File: config.mk
export PLATFORM = sky130hd
export DESIGN_NAME = ram_line_buffer
export DESIGN_NICKNAME = d
export VERILOG_FILES = /design/src/rtl/ram_pkg.sv /design/src/rtl/ram_line_store.sv /design/src/rtl/ram_line_buffer.sv
export SDC_FILE = /design/constraint.sdc
export NUM_CORES = 1
export LEC_CHECK = 0
export BUFFER_PORTS_ARGS = -buffer_cell sky130_fd_sc_hd__buf_4
export CORE_AREA = 2 2 98 194
export DETAILED_ROUTE_END_ITERATION = 7
export DIE_AREA = 0 0 100 196
export SYNTH_ARGS = -nofsm -noshare
export SYNTH_HDL_FRONTEND = slang
export SYNTH_SLANG_ARGS = --single-unit
File: constraint.sdc
create_clock -name clk -period 8.8 [get_ports clk]
set_input_delay 0 -clock clk [delete_from_list [all_inputs] [get_ports clk]]
set_output_delay 0 -clock clk [all_outputs]
set_load 0.01 [all_outputs]
File: src/rtl/ram_pkg.sv
// Shared constants and FSM encoding for the single-line read buffer.
package ram_pkg;

  localparam int unsigned LINE_BYTES = 8;
  localparam int unsigned BEATS      = 4;
  localparam int unsigned BEAT_W     = 16;

  typedef enum logic [1:0] {
    StIdle = 2'd0,
    StReq  = 2'd1,
    StFill = 2'd2
  } state_e;

endpackage

File: src/rtl/ram_line_store.sv
// 8x8 byte register file: 2-byte beat write port, 1-byte snoop write port, async read.
module ram_line_store
  import ram_pkg::*;
(
  input  logic              clk,
  input  logic              reset,
  input  logic              beat_we,
  input  logic [1:0]        beat_idx,
  input  logic [BEAT_W-1:0] beat_data,
  input  logic              snoop_we,
  input  logic [2:0]        snoop_idx,
  input  logic [7:0]        snoop_data,
  input  logic [2:0]        rd_idx,
  output logic [7:0]        rd_data
);

  logic [7:0] line_q [LINE_BYTES];

  // Byte array update; snoop is applied last so it wins on an overlapping byte.
  always_ff @(posedge clk or posedge reset) begin
    if (reset) begin
      for (int i = 0; i < LINE_BYTES; i++) line_q[i] <= 8'h00;
    end else begin
      if (beat_we) begin
        line_q[{beat_idx, 1'b0}] <= beat_data[7:0];
        line_q[{beat_idx, 1'b1}] <= beat_data[15:8];
      end
      if (snoop_we) line_q[snoop_idx] <= snoop_data;
    end
  end

  assign rd_data = line_q[rd_idx];

endmodule

File: src/rtl/ram_line_buffer.sv
// One-line read buffer: zero-latency hits, 4-beat burst refill on miss, write snoop.
module ram_line_buffer #(
  parameter int unsigned ADDR_W = 21,
  parameter int unsigned BEAT_W = 16,
  parameter int unsigned BEATS  = 4
) (
  input  logic              clk,
  input  logic              reset,
  input  logic [ADDR_W-1:0] addr,
  output logic [7:0]        data,
  output logic              ready,
  input  logic              wr_en,
  input  logic [ADDR_W-1:0] wr_addr,
  input  logic [7:0]        wr_data,
  output logic              mem_req,
  output logic [ADDR_W-4:0] mem_addr,
  input  logic              mem_ack,
  input  logic              mem_rvalid,
  input  logic [BEAT_W-1:0] mem_rdata
);

  import ram_pkg::*;

  localparam int unsigned TagW = ADDR_W - 3;

  state_e          state_q, state_d;
  logic [TagW-1:0] tag_q, tag_d;
  logic [TagW-1:0] fill_tag_q, fill_tag_d;
  logic            valid_q, valid_d;
  logic            stale_q, stale_d;
  logic [1:0]      cnt_q, cnt_d;

  logic [TagW-1:0] addr_tag, wr_tag;
  logic            hit, snoop_fill, beat_we, snoop_we;

  assign addr_tag   = addr[ADDR_W-1:3];
  assign wr_tag     = wr_addr[ADDR_W-1:3];
  assign hit        = valid_q && (tag_q == addr_tag) && (state_q == StIdle);
  assign snoop_fill = wr_en && (wr_tag == fill_tag_q);

  assign ready    = hit;
  assign mem_addr = (state_q == StReq) ? fill_tag_q : '0;

  // Control state registers.
  always_ff @(posedge clk or posedge reset) begin
    if (reset) begin
      state_q    <= StIdle;
      tag_q      <= '0;
      fill_tag_q <= '0;
      valid_q    <= 1'b0;
      stale_q    <= 1'b0;
      cnt_q      <= 2'd0;
    end else begin
      state_q    <= state_d;
      tag_q      <= tag_d;
      fill_tag_q <= fill_tag_d;
      valid_q    <= valid_d;
      stale_q    <= stale_d;
      cnt_q      <= cnt_d;
    end
  end

  // Next-state, burst handshake and snoop decisions.
  always_comb begin
    state_d    = state_q;
    tag_d      = tag_q;
    fill_tag_d = fill_tag_q;
    valid_d    = valid_q;
    stale_d    = stale_q;
    cnt_d      = cnt_q;
    mem_req    = 1'b0;
    beat_we    = 1'b0;
    snoop_we   = 1'b0;
    case (state_q)
      StIdle: begin
        snoop_we = wr_en && valid_q && (wr_tag == tag_q);
        if (!hit) begin
          fill_tag_d = addr_tag;
          valid_d    = 1'b0;
          stale_d    = 1'b0;
          state_d    = StReq;
        end
      end
      StReq: begin
        mem_req = 1'b1;
        if (snoop_fill) stale_d = 1'b1;
        if (mem_ack) begin
          cnt_d   = 2'd0;
          state_d = StFill;
        end
      end
      StFill: begin
        if (snoop_fill) stale_d = 1'b1;
        if (mem_rvalid) begin
          beat_we = 1'b1;
          cnt_d   = cnt_q + 2'd1;
          if (cnt_q == 2'(BEATS - 1)) begin
            tag_d   = fill_tag_q;
            // A write landing on the final beat must still invalidate the line.
            valid_d = !(stale_q || snoop_fill);
            state_d = StIdle;
          end
        end
      end
      default: state_d = StIdle;
    endcase
  end

  ram_line_store u_store (
    .clk        (clk),
    .reset      (reset),
    .beat_we    (beat_we),
    .beat_idx   (cnt_q),
    .beat_data  (mem_rdata),
    .snoop_we   (snoop_we),
    .snoop_idx  (wr_addr[2:0]),
    .snoop_data (wr_data),
    .rd_idx     (addr[2:0]),
    .rd_data    (data)
  );

endmodule

* Yosys cells after proc, flatten, opt, wreduce, memory -nomap -nowiden
Index checks and enable logic that the tools add are counted.
** Storage, ports and cells
- Word-level logic and storage cells :: 92
- Memory bits (read-only) :: 0
- RAM bits :: 0
- Register bits :: 106
- Latch bits :: 0
- Memories :: 0
** Operators by class
- Multiply operators :: 0
- Mux-type cells :: 33
- Add/sub/neg operators :: 1
- Equality and inequality tests :: 11
- Div/mod/pow operators :: 0
- Bitwise gates (word level) :: 5
- $lt $le $gt $ge :: 7
- Shift operators :: 0
- Reduce and logical (&&, ||, !) cells :: 21
** Operators with widths (count)
- bitwise mux 64 bit :: 3
- two-way mux 64 bit :: 2
- demux 8 bit (select 3 bit) :: 3
- equality test 18 bit :: 3
- two-way mux 8 bit :: 5
- binary-select mux 8 bit (select 3 bit) :: 1
- two-way mux 18 bit :: 1
- >= comparator 4 bit, second input constant :: 4
- NOT 3 -> 4 bit :: 4
- less-than comparator 4 x 1 -> 1 bit, second input constant :: 3
- two-way mux 2 bit :: 6
- AND reduction 3 bit :: 3
- logical AND 1 bit :: 8
- two-way mux 1 bit :: 8
- != test 2 bit, second input constant :: 4
- AND reduction 4 bit :: 2
- case mux 2 bit (3 select lines) :: 1
- nonzero test 2 bit :: 3
- equality test 2 bit, second input constant :: 2
- case mux 1 bit (2 select lines) :: 2
- case mux 2 bit (2 select lines) :: 1
- adder 2 x 1 -> 2 bit, second input constant :: 1
- equality test 2 x 1 -> 1 bit, second input constant :: 1
- logical NOT 2 bit :: 1
- 6 further kinds :: 6

* Depth between registers and ports, before layout
Gate-level depths: netlist of the first run.
- Word-level depth :: 10
- Gate-level depth with buffers :: 7
- Mapped depth without buffers :: 7

* Cells and area by module
From an unflattened synthesis of the first run, not the netlist that was laid out.
** Second synthesis, totals
- Cell total of the unflattened synthesis :: 621
- Area, all modules :: 6073.3 um^2
** By module, submodules not included
- ram_line_store :: seq. area each 1601.5 um^2, area an instance 3539.6 um^2, times used 1, cells an instance 405
- ram_line_buffer :: seq. area each 1051.0 um^2, area an instance 2533.7 um^2, times used 1, cells an instance 216

* Worst setup path before layout of the first run
OpenSTA, ideal clock, no wires.
- Path kind :: register to register
- From :: register state_q[1]
- To :: register u_store.line_q[10] (netlist name)
- Arrival :: 2.012 ns
- Stages on the path, launching flop included :: 7
- Path buffers :: 0
- Path slack :: 6.663 ns
- Cell sequence :: dfrtp_1 -> inv_1 -> ha_1 -> nand4_1 -> nor4_4 -> nand4b_2 -> mux2_2
** On the way
- Word-level cells in the longest chain between the ends :: 5
- Elaborated cells between the ends (all ways) :: 7
** Ends and longest elaborated chain
- start: declaration :: RTL line ram_line_buffer.sv:26 : state_e state_q, state_d;
- start signal: assignment :: RTL line ram_line_buffer.sv:47 : state_q <= StIdle;
- start signal: assignment :: RTL line ram_line_buffer.sv:54 : state_q <= state_d;
- equality test 2 bit :: RTL line ram_line_buffer.sv:74 : case (state_q)
- two-way mux 1 bit :: RTL line ram_line_buffer.sv:74
- two-way mux 64 bit :: RTL line ram_line_store.sv:24 : if (beat_we) begin
- bitwise mux 64 bit :: RTL line ram_line_store.sv:28 : if (snoop_we) line_q[snoop_idx] <= snoop_data;
- two-way mux 64 bit * :: RTL line ram_line_store.sv:28
- end signal: indexed assignment :: RTL line ram_line_store.sv:25 : line_q[{beat_idx, 1'b0}] <= beat_data[7:0];
- end signal: indexed assignment :: RTL line ram_line_store.sv:26 : line_q[{beat_idx, 1'b1}] <= beat_data[15:8];
- end signal: indexed assignment :: RTL line ram_line_store.sv:28
- end: declaration :: RTL line ram_line_store.sv:17 : logic [7:0] line_q [LINE_BYTES];
Mark *: on every way between the ends. The rest lies on a longest branch, timed or not.
A chain may end at the register's enable or synchronous reset.

* Worst setup path after layout of the first run
- From :: register tag_q[14]
- To :: register u_store.line_q[27] (netlist name)
** On the way
- Word-level cells in the longest chain between the ends :: 4
** Ends and longest elaborated chain
- start: declaration :: RTL line ram_line_buffer.sv:27 : logic [TagW-1:0] tag_q, tag_d;
- start signal: assignment :: RTL line ram_line_buffer.sv:55 : tag_q <= tag_d;
- equality test 18 bit :: RTL line ram_line_buffer.sv:76 : snoop_we = wr_en && valid_q && (wr_tag == tag_q);
- logical AND 1 bit :: RTL line ram_line_buffer.sv:76
- two-way mux 1 bit :: RTL line ram_line_buffer.sv:74
- two-way mux 64 bit :: RTL line ram_line_store.sv:28
No other way between the ends.

==> impl_results.md, run 1 <==
* Clk sinks at 106
* PD cells at 254 mW/mm^2
* Most frequent cells in the layout: mux2_2 (172), dfrtp_1 (106), buf_4 (99)
* Critical path arrival at 3.01 ns
* Setup ws final at 6.03 ns
* Reg-to-Reg Start: tag_q[14]
* CTS tree: built
* Largest net degree at the start of global routing at 65
* Slew HR at 16.8%
* Peak Freq at 361 MHz
* Clock buffer depth at 2
* ANT cells at 0
* Largest area contributor in the netlist: dfrtp_1
* Syn_area_per_cell at 13.3 um^2
* TritonCTS Buffers at 9
* Clock slew at reported path FFs at 0.08 ns
* Max cap viols at 0
* Starting Density at 34.1%
* Area contributors post-synth: dfrtp_1 (43%), mux2_2 (31%), xnor2_1 (6.9%), mux4_2 (5.8%), and2_1 (1.9%)
* Grt ovf at 0
* Core area at 0.0182 mm^2
* Clk Latency, worst-skew pair at 0.36 ns
* DRC Markers at 0
* Final Hold Fails at 0
* Avg WL per Cell at 20.7 um
* Slew @ Worst Pin at 1.25 ns
* Proportion of layout cells with a drive suffix above 1 at 53.6%
* Slowest cell delay on critical path at 0.65 ns
* Final Max Slew Viols at 0
* RSZ-0062 raised after global routing: false
* Status: completed
* First-pass iteration count of the detailed router at 6
* GRT Resource Usage Total at 17.7%
* DRT Wirelength at 16,700 um
* Static leakage power at 3.60 nW
* Area of the multi-input gates at 0.00348 mm^2
* Fillers at 1,735
* Die area at 0.0196 mm^2
* Synth cell types at 35
* Post-route ant nets at 0
* Final period util at 31.5%
* Vias in the first global route at 4,856
* Worst Setup End Kind: flip-flop
* Post-Syn Instances at 466
* Setup TNS at 0 ns
* NumNets Final at 664
* Flops & latches, synth at 106
* Yosys top cell area share at 42.7%
* Die width at 100 um
* Post-synthesis net count at 544
* Worst path slowest cell: nor3_2
* GPL Wtd Cong at 0.836
* HP Class: in2reg
* Seq/Total Area, Yosys at 42.7%
* CP Max Fanout at 8
* Req. time, crit path at 9.04 ns
* Site Rows at 70
* CTS H-Tree Depth at 3
* Root Buffer: clkbuf_16
* Mapped cell area at 0.00622 mm^2
* Dpl hpwl at 12,200 um
* Routed vias at 4,231
* Layout area overhead at 24.4%
* Final setup vio count at 0
* Crit Path Category: reg2reg
* Period minus WS final at 2.77 ns
* CP Launch Type: flip-flop
* Critical path startpoint: tag_q[14]
* Initial drt markers at 108
* Antenna violations before repair at 0
* Maximum VDD drop at 0.116 mV
* Die height at 196 um
* Pre-CTS setup slack at 6.02 ns
* Clock Skew at 0.00643 ns
* Cells along the critical path: xnor2_1, nand3_1, nor3_2, nand4b_2, mux2_2
* Commonest non-fill, non-tap cell in the layout: mux2_2
* Buffers on Ports at 98
* Syn. warnings at 0
* Boundary pin count at 99
* Register area at 0.00265 mm^2
* Hold_sp: mem_rdata[7]
* Vias/cell at 5.24
* First-pass GRT wire length at 26,300 um
## where the power goes
group	leakage (nW)	internal (mW)	switching, mW	total (mW)
combinational	2.07	0.467	0.319	0.785
sequential	1.38	0.652	0.120	0.772
clock	0.142	0.201	0.207	0.408
total	3.60	1.32	0.646	1.97
## cell type report
class	count	area share, %
multi-input combinational	337	45.0
sequential	106	34.3
timing repair buffer	126	13.1
tap	216	3.49
clock buffer	9	2.91
clock inverter	7	0.874
inverter	6	0.324
## through the flow
step	instances	utilization, %	instance area (um^2)	power [mW]	hold WS, ns
6_report	807	42.5	7730	1.97	0.0319
5_1_grt	807	42.5	7730	2.09	0.0273
4_1_cts	807	42.5	7730	1.99	0.0186
3_5_place_dp	764	39.4	7170	1.57	0.103
3_3_place_gp	764	39.4	7170	1.54	0.0934
2_1_floorplan	466	-	6220	1.29	0.151
## synth_stat cells, drive strengths merged
cell type / count
nand4: 20
nor4: 3
nand2: 2
nand4b: 4
nor2: 4
clkbuf: 11
xnor2: 49
or3: 1
inv: 6
a21oi: 1
a211oi: 1
o21ai: 4
dfrtp: 106
mux2: 172
ha: 7
a31oi: 2
o211a: 1
a21bo: 1
a21boi: 2
nand3: 10
nand2b: 1
nor3: 4
a22o: 2
buf: 6
nor2b: 2
a41oi: 1
and2: 19
mux4: 16
and3: 2
xor2: 5
a2bb2oi: 1
## worst max-delay path, delay by kind of cell, from the launching register on
family	cells	cell delay (ns)
muxes	1	0.45
xor gates and xnor gates	1	0.37
and+or+nand+nor	3	1.42
DFF	1	0.42
## layer usage
metal | vias up | track usage [%] | part of all wire (%)
met5 | - | 0 | 0
met4 | 0 | 7.26 | 3.8
met3 | 25 | 3.35 | 3.8
met2 | 116 | 34.4 | 57
met1 | 2122 | 17.9 | 35
li1 | 1968 | - | -
## state kept, by name, indices dropped and copies added (netlist names)
signal / count
cnt_q: 2
fill_tag_q: 18
stale_q: 1
state_q: 2
tag_q: 18
u_store.line_q: 64
valid_q: 1
## kinds of logic (layout without fill, tap and decap cells)
group / Yosys count / after routing / share of synthesized area [%]
AO/OA/AOI/OAI: 16 / 16 / 1.91
AND/OR/NAND/NOR: 72 / 72 / 8.01
multiplexers: 188 / 188 / 36.9
adder cells (fa/ha/maj): 7 / 7 / 1.41
flip-flops: 106 / 106 / 42.7
XOR/XNOR: 54 / 54 / 7.61
buffers and inverters: 23 / 148 / 1.47
## timing repair
item	4_1_cts	5_1_grt
endpoints found under the setup margin	0	0
endpoints found under the hold margin	124	0
gates resized for setup	0	0
hold buffers	27	0
buffers inserted	0	0
## worst paths after layout
check	slack, ns	cells after the start	endpoint
worst min register to register	0.58	1	state_q[0]
min in group asynchronous	0.25	3	fill_tag_q[13]
worst max register to register	6.03	5	u_store.line_q[27]
worst min-delay path	0.03	3	u_store.line_q[31]
worst max-delay path	6.03	5	u_store.line_q[27]
max in group asynchronous	7.26	4	u_store.line_q[12]
No activity file was read; power rests on OpenSTA's default activity.
==> run 2, diff against run 1 <==
--- a/config.mk
+++ b/config.mk
@@ -5,10 +5,11 @@
 export SDC_FILE = /design/constraint.sdc
 export NUM_CORES = 1
 export LEC_CHECK = 0
+export ABC_AREA = 1
 export BUFFER_PORTS_ARGS = -buffer_cell sky130_fd_sc_hd__buf_4
-export CORE_AREA = 2 2 98 194
+export CORE_AREA = 2 2 101 201
 export DETAILED_ROUTE_END_ITERATION = 7
-export DIE_AREA = 0 0 100 196
+export DIE_AREA = 0 0 103 203
 export SYNTH_ARGS = -nofsm -noshare
 export SYNTH_HDL_FRONTEND = slang
 export SYNTH_SLANG_ARGS = --single-unit
==> constraint.sdc (replaced) <==
create_clock -name clk -period 2.3 [get_ports clk]
set_input_delay 0 -clock clk [delete_from_list [all_inputs] [get_ports clk]]
set_output_delay 0 -clock clk [all_outputs]
set_load 0.01 [all_outputs]
==> run 2 against run 1 <==
Compared with the run above: register-to-register slack got worse by 5.9 ns; synthesized cell count up 120%; sequential cell count stayed put; non-clock buffer count is 22 higher; largest cell class unchanged; cell area rose by 8.3%; hold slack got worse by 0.019 ns.
==> impl_results.md, run 2 <==
* Buffers on Ports at 98
* Yosys top cell area share at 39.5%
* GPL Wtd Cong at 0.934
* CP Launch Type: flip-flop
* Most frequent cells in the layout: nand2_1 (374), o21ai_0 (135), inv_1 (119)
* Die width at 103 um
* Antenna violations before repair at 0
* Max reg flops at 64
* Worst path slowest cell: dfrtp_1
* Fillers at 2,094
* Vias in the first global route at 6,759
* ANT cells at 0
* Boundary pin count at 99
* Int Pwr at 4.59 mW
* Commonest non-fill, non-tap cell in the layout: nand2_1
* Clock slew at reported path FFs at 0.09 ns
* Grt ovf at 0
* Period minus WS final at 2.13 ns
* Register area at 0.00265 mm^2
* WP buf/inv at 3
* Comb power frac at 38.2%
* Largest net degree at the start of global routing at 47
* PD cells at 933 mW/mm^2
* Slew HR at 50.2%
* Req. time, crit path at 2.55 ns
* First-pass iteration count of the detailed router at 5
* Clock buffer depth at 2
* Cells along the critical path: inv_1, ha_2, inv_2, nor3_1, nand3_1, nor2_2, nand3_4, nor2_4, buf_4, nand2_2, nand2_1, nand2_1
* Final Hold Fails at 0
* Worst path top cell family by delay: simple AND/OR/NAND/NOR gates
* Post-route ant nets at 0
* Die height at 203 um
* Final std cells w/o fill at 1,411
* Initial drt markers at 296
* Max cap viols at 0
* Switch share at 41.2%
* Seq/Total Area, Yosys at 39.5%
* Static leakage power at 4.49 nW
* Site Rows at 72
* GRT Resource Usage Total at 23.3%
* Dpl hpwl at 18,100 um
* Area contributors post-synth: dfrtp_1 (39%), nand2_1 (21%), o21ai_0 (10%), inv_1 (6.7%), nand3_1 (5.7%)
* Top post-synthesis cells by count: nand2_1 (377), o21ai_0 (135), inv_1 (120)
* Final hold slack at 0.0129 ns
* Async SR Flop Fraction at 100%
* Worst Setup End Kind: flip-flop
* Switching power at 3.22 mW
* Starting Density at 34.8%
* Slowest cell delay on critical path at 0.41 ns
* Commonest register cell after synthesis: dfrtp_1
* Part of the power in registers at 40.9%
* Most numerous cell in the Yosys netlist: nand2_1
* Final Max Slew Viols at 0
* Die area at 0.0209 mm^2
* Layout area overhead at 24.7%
* Power share of the clock group at 20.9%
* Critical path arrival at 2.37 ns
* Placed cell count at 1,365
* Routed vias at 6,861
* DRC Markers at 0
* NumNets Final at 1,225
* Flops & latches, synth at 106
* Vias/cell at 4.86
* Crit Path Category: reg2reg
* First-pass GRT wire length at 35,800 um
* Status: completed
* CTS tree: built
* Mapped cell area at 0.00672 mm^2
* Number of flops mapped to enable cells by yosys at 0
* Clock Skew at 0.0180 ns
* Clk sinks at 106
* Syn_area_per_cell at 6.49 um^2
* Area of the multi-input gates at 0.00341 mm^2
* Post-synthesis net count at 1,113
* Syn. warnings at 0
* Largest regs: u_store.line_q: 64 flops, fill_tag_q: 18 flops, tag_q: 18 flops
* Cell mode on critical path: nand2_1
* CTS H-Tree Depth at 3
* Slew @ Worst Pin at 0.746 ns
* Largest area contributor in the netlist: dfrtp_1
* Final period util at 92.5%
* Post-Syn Instances at 1,035
* CP Max Fanout at 8
* Avg WL per Cell at 16.8 um
* Synth cell types at 24
* Core area at 0.0193 mm^2
* Final setup vio count at 0
* Top reg by flops: u_store.line_q
* Root Buffer: clkbuf_16
* Peak Freq at 470 MHz
* Clk Latency, worst-skew pair at 0.36 ns
* Maximum VDD drop at 0.518 mV
* HP Class: in2reg
* TritonCTS Buffers at 9
* DRT Wirelength at 23,700 um
* Proportion of layout cells with a drive suffix above 1 at 13.1%
-- run 2: worst reg2reg max path, stage by stage, from the launching register on --
cell and delay (ns):
dfrtp_1 0.41, inv_1 0.10, ha_2 0.22, inv_2 0.05, nor3_1 0.19, nand3_1 0.10
nor2_2 0.15, nand3_4 0.15, nor2_4 0.25, buf_4 0.16, nand2_2 0.11, nand2_1 0.09
nand2_1 0.05
-- run 2: kinds of logic after synthesis --
| group | count (synthesis) | share of synthesized area (%) |
|---|---|---|
| buffers and inverters | 171 | 10.0 |
| AOI/OAI and AO/OA | 159 | 12.1 |
| xor gates and xnor gates | 20 | 2.61 |
| adders and majority gates | 7 | 1.30 |
| and+or+nand+nor | 572 | 34.4 |
| DFF | 106 | 39.5 |
-- run 2: power groups by stage --
stage	combinational [mW]	clock, mW	sequential (mW)
after CTS	3.01	1.67	3.18
final	2.99	1.63	3.20
after floorplan	2.05	0	2.88
after global placement	2.90	0	3.21
after detailed placement	2.95	0	3.22
after global routing	3.48	1.72	3.24
-- run 2: stage by stage --
step	utilization (%)	worst slack [ns]	TNS [ns]	power (mW)	cell area (um^2)
finish	43.5	0.173	0	7.81	8380
global route	43.5	-0.0123	-0.0337	8.43	8380
detailed placement	40.3	0.135	0	6.17	7760
CTS	43.3	0.111	0	7.86	8350
floorplan	-	0.463	0	4.93	6720
global placement	40.3	0.199	0	6.11	7760
-- run 2: layout make-up --
type	count	area share (%)
Inverter	124	5.60
Clock buffer	9	2.69
Tap cell	259	3.87
Timing Repair Buffer	148	14.5
Clock inverter	7	0.911
Multi-Input combinational cell	758	40.7
Sequential cell	106	31.7
-- run 2: routing by layer --
layer  routed length [um]  GRT usage (%)
met1                 7660           22.3
met3                  978           2.51
met2                13000           43.2
met5                    0              0
met4                 2080           17.7
-- run 2: what timing repair did --
action                                  in CTS  in global routing
endpoints found under the setup margin       0                 51
hold buffers                                28                  0
gates resized for setup                      0                  5
setup buffers                                0                  2
endpoints found under the hold margin      102                  0
-- run 2: path summary, 6_finish.rpt --
kind / cells past startpoint / endpoint / from / slack, ns
worst max register to register: 12 / u_store.line_q[31] / state_q[0] / 0.17
worst min register to register: 2 / stale_q / stale_q / 0.48
worst max-delay path: 12 / u_store.line_q[31] / state_q[0] / 0.17
max in group asynchronous: 4 / tag_q[5] / reset / 1.33
min in group asynchronous: 3 / fill_tag_q[10] / reset / 0.29
worst min-delay path: 5 / cnt_q[0] / mem_ack / 0.01
